### src/rtl/hop_scan_ctrl.sv
// hop_scan_ctrl: captures a hop code word after reset release, shifts it
// MSB first through a two-phase scan clock, then strobes it into the chip.
module hop_scan_ctrl #(
    parameter int SCAN_WIDTH    = 2,
    parameter int NTX_BITS      = 78,
    parameter int TX_BITS_WIDTH = 128,
    parameter int BIT_CNT_WIDTH = 7
) (
    input  logic                     clk,
    input  logic                     reset,
    input  logic [TX_BITS_WIDTH-1:0] data_in,
    output logic                     scan_id,
    output logic                     scan_phi,
    output logic                     scan_phi_bar,
    output logic                     scan_data_in,
    output logic                     scan_load_chip,
    output logic [BIT_CNT_WIDTH-1:0] nbits_cnt,
    output logic                     scan_done
);

    localparam int CW = (SCAN_WIDTH > 1) ? $clog2(SCAN_WIDTH) : 1;
    localparam logic [CW-1:0] CYC_LAST = CW'(SCAN_WIDTH - 1);
    localparam logic [CW-1:0] CYC_ONE = CW'(1);
    localparam logic [BIT_CNT_WIDTH-1:0] LAST_BIT =
        BIT_CNT_WIDTH'(NTX_BITS - 1);
    localparam logic [BIT_CNT_WIDTH-1:0] CNT_ONE = BIT_CNT_WIDTH'(1);

    typedef enum logic [1:0] {
        S_CAPTURE,
        S_SHIFT,
        S_LOAD,
        S_DONE
    } state_t;

    typedef enum logic [1:0] {
        P_SETUP,
        P_PHI,
        P_GAP,
        P_PHI_BAR
    } phase_t;

    state_t state_q, state_d;
    phase_t phase_q, phase_d;
    logic [CW-1:0] cyc_q, cyc_d;
    logic [NTX_BITS-1:0] sr_q, sr_d;
    logic [NTX_BITS-1:0] sr_shift;
    logic [BIT_CNT_WIDTH-1:0] nbits_q, nbits_d;
    logic id_q, id_d;
    logic phi_q, phi_d;
    logic bar_q, bar_d;
    logic sdi_q, sdi_d;
    logic load_q, load_d;
    logic done_q, done_d;
    logic phase_end;

    // Only the low NTX_BITS of the code word matter; the rest is ignored.
    logic unused_data;
    assign unused_data = ^data_in;

    // Sequencer: next state, sub-phase timing and registered scan outputs.
    always_comb begin
        state_d  = state_q;
        phase_d  = phase_q;
        cyc_d    = cyc_q;
        sr_d     = sr_q;
        nbits_d  = nbits_q;
        id_d     = id_q;
        phi_d    = 1'b0;
        bar_d    = 1'b0;
        sdi_d    = sdi_q;
        load_d   = load_q;
        done_d   = done_q;
        sr_shift = sr_q << 1;
        phase_end = (cyc_q == CYC_LAST);

        unique case (state_q)
            S_CAPTURE: begin
                sr_d    = data_in[NTX_BITS-1:0];
                sdi_d   = data_in[NTX_BITS-1];
                id_d    = 1'b1;
                nbits_d = '0;
                phase_d = P_SETUP;
                cyc_d   = '0;
                state_d = S_SHIFT;
            end
            S_SHIFT: begin
                if (!phase_end) begin
                    cyc_d = cyc_q + CYC_ONE;
                    phi_d = (phase_q == P_PHI);
                    bar_d = (phase_q == P_PHI_BAR);
                end else begin
                    cyc_d = '0;
                    unique case (phase_q)
                        P_SETUP: begin
                            phase_d = P_PHI;
                            phi_d   = 1'b1;
                        end
                        P_PHI: begin
                            phase_d = P_GAP;
                        end
                        P_GAP: begin
                            phase_d = P_PHI_BAR;
                            bar_d   = 1'b1;
                        end
                        P_PHI_BAR: begin
                            phase_d = P_SETUP;
                            nbits_d = nbits_q + CNT_ONE;
                            if (nbits_q == LAST_BIT) begin
                                state_d = S_LOAD;
                                id_d    = 1'b0;
                                sdi_d   = 1'b0;
                                load_d  = 1'b1;
                            end else begin
                                sr_d  = sr_shift;
                                sdi_d = sr_shift[NTX_BITS-1];
                            end
                        end
                    endcase
                end
            end
            S_LOAD: begin
                if (phase_end) begin
                    cyc_d   = '0;
                    load_d  = 1'b0;
                    done_d  = 1'b1;
                    state_d = S_DONE;
                end else begin
                    cyc_d = cyc_q + CYC_ONE;
                end
            end
            S_DONE: begin
                state_d = S_DONE;
            end
        endcase
    end

    // State and output registers; reset aborts any load in progress.
    always_ff @(posedge clk or negedge reset) begin
        if (!reset) begin
            state_q <= S_CAPTURE;
            phase_q <= P_SETUP;
            cyc_q   <= '0;
            sr_q    <= '0;
            nbits_q <= '0;
            id_q    <= 1'b0;
            phi_q   <= 1'b0;
            bar_q   <= 1'b0;
            sdi_q   <= 1'b0;
            load_q  <= 1'b0;
            done_q  <= 1'b0;
        end else begin
            state_q <= state_d;
            phase_q <= phase_d;
            cyc_q   <= cyc_d;
            sr_q    <= sr_d;
            nbits_q <= nbits_d;
            id_q    <= id_d;
            phi_q   <= phi_d;
            bar_q   <= bar_d;
            sdi_q   <= sdi_d;
            load_q  <= load_d;
            done_q  <= done_d;
        end
    end

    assign scan_id        = id_q;
    assign scan_phi       = phi_q;
    assign scan_phi_bar   = bar_q;
    assign scan_data_in   = sdi_q;
    assign scan_load_chip = load_q;
    assign nbits_cnt      = nbits_q;
    assign scan_done      = done_q;

endmodule

### config.mk
export PLATFORM = sky130hd
export DESIGN_NAME = hop_scan_ctrl
export DESIGN_NICKNAME = d
export VERILOG_FILES = /design/src/rtl/hop_scan_ctrl.sv
export SDC_FILE = /design/constraint.sdc
export NUM_CORES = 1
export LEC_CHECK = 0
export BUFFER_PORTS_ARGS = -buffer_cell sky130_fd_sc_hd__buf_2
export CORE_MARGIN = 10
export CORE_UTILIZATION = 35
export DETAILED_ROUTE_END_ITERATION = 8
export MAX_ROUTING_LAYER = met4
export SLEW_MARGIN = 20
export SYNTH_ARGS = -nofsm -noshare
export SYNTH_HDL_FRONTEND = slang
export SYNTH_SLANG_ARGS = --single-unit
export TNS_END_PERCENT = 1
### constraint.sdc
create_clock -name clk -period 1.9 [get_ports clk]
set_clock_uncertainty 0.15 [all_clocks]
set_input_delay 0.095 -clock clk [delete_from_list [all_inputs] [get_ports clk]]
set_output_delay 0.095 -clock clk [all_outputs]
set_load 0.01 [all_outputs]
Yosys cells after proc, flatten, opt, wreduce, memory -nomap -nowiden
Index checks and enable logic that the tools add are counted.
- register bits: 95
- input bits: 130
- output and inout bits: 13
- word-level logic and storage cells: 74
- add/sub/neg operators: 2
- eq/ne operators: 12
- muxes and demuxes: 36
- reductions and logical operators: 13
- operator list (cell ; count):
    two-way mux 77 bit ; 3
    one-hot mux 77 bit (2 select lines) ; 1
    two-way mux 1 bit ; 17
    one-hot mux 2 bit (4 select lines) ; 2
    two-way mux 7 bit ; 2
    one-hot mux 7 bit (2 select lines) ; 1
    AND reduction 4 bit ; 3
    two-way mux 2 bit ; 5
    != test 2 bit (second input constant) ; 5
    == test 2 bit (second input constant) ; 4
    one-hot mux 1 bit (2 select lines) ; 4
    adder 7 x 1 -> 7 bit (second input constant) ; 1
    == test 7 bit (second input constant) ; 1
    nonzero test 2 bit ; 3
    AND reduction 5 bit ; 1
    == test 2 x 1 -> 1 bit (second input constant) ; 2
    logical NOT 2 bit ; 2
    one-hot mux 2 bit (2 select lines) ; 1
    AND reduction 2 bit ; 2
    AND reduction 3 bit ; 1
    OR reduction 2 bit ; 1
    adder 1 bit (second input constant) ; 1

Longest topological paths before layout
- word-level depth: 5
- depth in mapped cells: 9
- mapped depth without buffers: 6

Worst setup path after synthesis
No wires, ideal clock.
- kind: register -> register
- from: register state_q[1]
- to: register sr_q[1]
- setup time: 0.125 ns
- data arrival time: 1.787 ns
- data required time: 1.625 ns
- setup slack: -0.162 ns
- stages on the path, launching flop included: 8
- path through: dfrtp_1 > inv_1 > ha_1 > buf_2 > buf_2 > buf_2 > mux2_2 > mux2_4
- word-level cells in the longest chain between the ends: 3
- RTL lines (item ; RTL line ; RTL):
    start, declared ; 42 ; state_t state_q, state_d;
    start signal, assigned ; 152 ; state_q <= state_d;
    == test 2 x 1 -> 1 bit / logical NOT 2 bit (equally long branches) ; 76 ; unique case (state_q)
    != test 2 bit (no source line) / nonzero test 2 bit (equally long branches) ; -- ;
    AND reduction 4 bit (no source line) ; -- ;
    end signal, assigned ; 155 ; sr_q <= sr_d;
    end, declared ; 45 ; logic [NTX_BITS-1:0] sr_q, sr_d;
Parallel ways exist; a longest one is shown, timed or not.
A chain may end at the register's enable or synchronous reset.

Worst setup path in the final report
- from: register nbits_q[1] (netlist: nbits_cnt[1])
- to: register sr_q[57]
- word-level cells in the longest chain between the ends: 3
- RTL lines (item ; RTL line ; RTL):
    start, declared ; 47 ; logic [BIT_CNT_WIDTH-1:0] nbits_q, nbits_d;
    start signal, assigned ; 156 ; nbits_q <= nbits_d;
    == test 7 bit ; 108 ; if (nbits_q == LAST_BIT) begin
    != test 2 bit (no source line) ; -- ;
    AND reduction 4 bit (no source line) ; -- ;
Every way passes these cells.

==> results.toml <==
[global_route]
grt_overflow = 0
grt_max_degree = 40
first_global_vias = 3880
antenna_found_initial = 0
track_usage_pct = 12.4
grt_pass1_wl_um = 19300

[route]
wl_met3_um = 516
drc = 0
dr_wl_met2_um = 5650
highest_layer = "met4"
wl_per_cell_um = 15.4
wirelength_um = 11300
vias = 3408
post_drt_via_cell_ratio = 4.65
drt_iter0_markers = 104
drt-met1-wl_um = 5000
firstDrtPassIters = 4
ant_nets = 0

[run_status]
violations = "setup timing"
outcome = "finished, violations left"

[critical_path]
cp_data_arrival_time_ns = 2.06
cp-start-kind = "flip-flop"
path_buf_inv = 3
worst_path_largest_cell_delay_ns = 0.38
cp_cell_sequence = "inv_1 -> ha_1 -> nand4b_1 -> nor3b_4 -> o21ai_4 -> buf_12 -> buf_16 -> mux2_4"
worst_path_max_delay_cell = "dfrtp_1"
path_delay_family = "simple AND/OR/NAND/NOR gates"
crit_required_ns = 1.99
end_kind = "flip-flop"
worstSetupPathType = "reg2reg"
crit_fanout = 13

[worst_hold_path]
min_path_type = "in2async"

[placed_design]
dp_hpwl_um = 7580
placed_area_sq_um = 5840
gp_congestion = 0.804
portBuffers = 92
dp_cells = 636
dpl_worst_slack_ns = -0.0904

[timing]
max_freq_mhz = 507
slew_violations = 0
tns_ns = -4.06
min_period_ns = 1.97
rsz0062_at_grt = "yes"
finalHoldViolCount = 0
worstMarginPinSlew_ns = 0.447
max_slew_margin_pct = 70.2
period_share_pct = 104
setup_ws_ns = -0.0705
setup_viol = 76

[synthesis]
synthCells = 352
synth_area_leaders = "dfrtp_1 48%, mux2_2 26%, mux2_4 12%"
async_flop_share_pct = 100
synth_cell_types = 34
yosysSeqAreaShare_pct = 48.2
ys_warn_count = 0
synthTopCellsByCount = "112 x mux2_2, 95 x dfrtp_1, 40 x mux2_4"
synth_top_area_share_pct = 48.2
syn-cell-area_sq_um = 4930
syn_area_per_cell_sq_um = 14.0
yosys.area.top_type = "dfrtp_1"
ys.flop_type = "dfrtp_1"
synth-seq-cells = 95
post-synth-top-count-cell = "mux2_2"
synth_edf_count = 0
synth_fp_nets = 494

[clocking]
clk_path_buf_depth = 2
cts_buffers = 9
clk_pin_slew_ns = 0.06
htreeDepth = 3
cts_root_buffer = "clkbuf_16"
clkLatencyLatePin_ns = 0.35
clock_sinks = 95
cts_tree = "yes"

[pwr]
cellLeakagePower_nw = 3.19
peakVddDrop_mv = 0.402
power.density_nw_per_um2 = 606

[die]
die_w_um = 139
die_y_um = 139
io-pin-count = 143
initial_core_util_pct = 35.6
die_area_sq_um = 19200
num_rows = 43
core_sq_um = 13800

[finish]
fillCellCount = 1153
finalNonFillerCells = 733
final_net_count = 692
areaGrowthSynthToFinish_pct = 42.2
drive_gt1_share_pct = 53.9
num_antenna_cells = 0
final_area_sq_um = 7010

[job]
cap_violations = 0
report_power, final:
part	total, mW	leakage (nW)	switching [mW]	internal [mW]
Clock	1.68	0.132	0.734	0.943
Combinational	0.431	1.92	0.129	0.302
Sequential	2.14	1.14	0.0404	2.10
Total	4.25	3.19	0.903	3.35
cell usage in the layout, fill, tap and decap left out, types with 6 or more instances in the layout:
cell,Yosys,layout
buf_2,6,91
dfrtp_1,95,95
dlygate4sd3_1,0,79
nor2_1,7,7
nand2_1,17,16
o21ai_0,6,6
buf_12,0,6
clkbuf_16,0,9
ha_1,12,11
buf_4,0,26
mux2_2,112,112
inv_1,6,6
mux2_4,40,40
layer usage:
layer / up-vias / track usage [%]
met2: 69 / 20.1
met1: 1680 / 14.7
li1: 1646 / -
met4: 0 / 3.95
met3: 13 / 3.56
met5: - / -
state kept, by name, summed over array words and instances, names as in the netlist:
signal / flops
scan_phi_bar: 1
scan_data_in: 1
sr_q: 77
phase_q: 2
scan_phi: 1
cyc_q: 1
scan_load_chip: 1
nbits_cnt: 7
state_q: 2
scan_done: 1
scan_id: 1
cells by family after synthesis:
group,synth area share [%]
buffers and inverters,2.89
flip-flops,48.2
adder cells (fa/ha/maj),3.05
XOR/XNOR,0.711
AO/OA/AOI/OAI,2.41
multiplexers,38.4
AND/OR/NAND/NOR,4.32
worst register-to-register path, cell delays in order (launching register included):
cell and delay (ns):
dfrtp_1 0.38, inv_1 0.06, ha_1 0.14, nand4b_1 0.15, nor3b_4 0.27, o21ai_4 0.08, buf_12 0.15, buf_16 0.17
mux2_4 0.31
final cells by class:
cell class                      count  area (sq um)  area share (%)
Clock buffer                       13           260            3.71
Clock inverter                      1          5.00          0.0714
Inverter                            6          22.5           0.321
Multi-Input combinational cell    231          2440            34.8
Sequential cell                    95          2380            33.9
Tap cell                          180           225            3.21
Timing Repair Buffer              207          1680            24.0
stage by stage:
stage | utilization [%] | total power, mW | hold WS [ns]
global placement | 42.3 | 2.48 | -0.0799
global route | 50.7 | 4.45 | 0.143
floorplan | - | 2.32 | -0.351
CTS | 50.6 | 4.32 | 0.0914
detailed placement | 42.3 | 2.49 | -0.0679
finish | 50.7 | 4.25 | 0.0842
path summary, 6_finish.rpt:
path,from,end,slack [ns],depth (start not counted)
max,nbits_cnt[1],sr_q[57],-0.07,8
min,reset,sr_q[1],0.08,2
max reg2reg,nbits_cnt[1],sr_q[57],-0.07,8
min reg2reg,scan_done,scan_done,0.31,1
max in group asynchronous,reset,sr_q[48],0.94,3
min in group clk,scan_done,scan_done,0.31,1
repair_timing:
| item | CTS | global route |
|---|---|---|
| buffers inserted | 2 | 0 |
| endpoints found under the hold margin | 173 | 0 |
| hold buffers | 79 | 0 |
| gates cloned | 2 | 0 |
| gates resized for setup | 5 | 2 |
| pin swaps | 3 | 1 |
| endpoints found under the setup margin | 76 | 84 |
(Power assumes the default switching activity.)
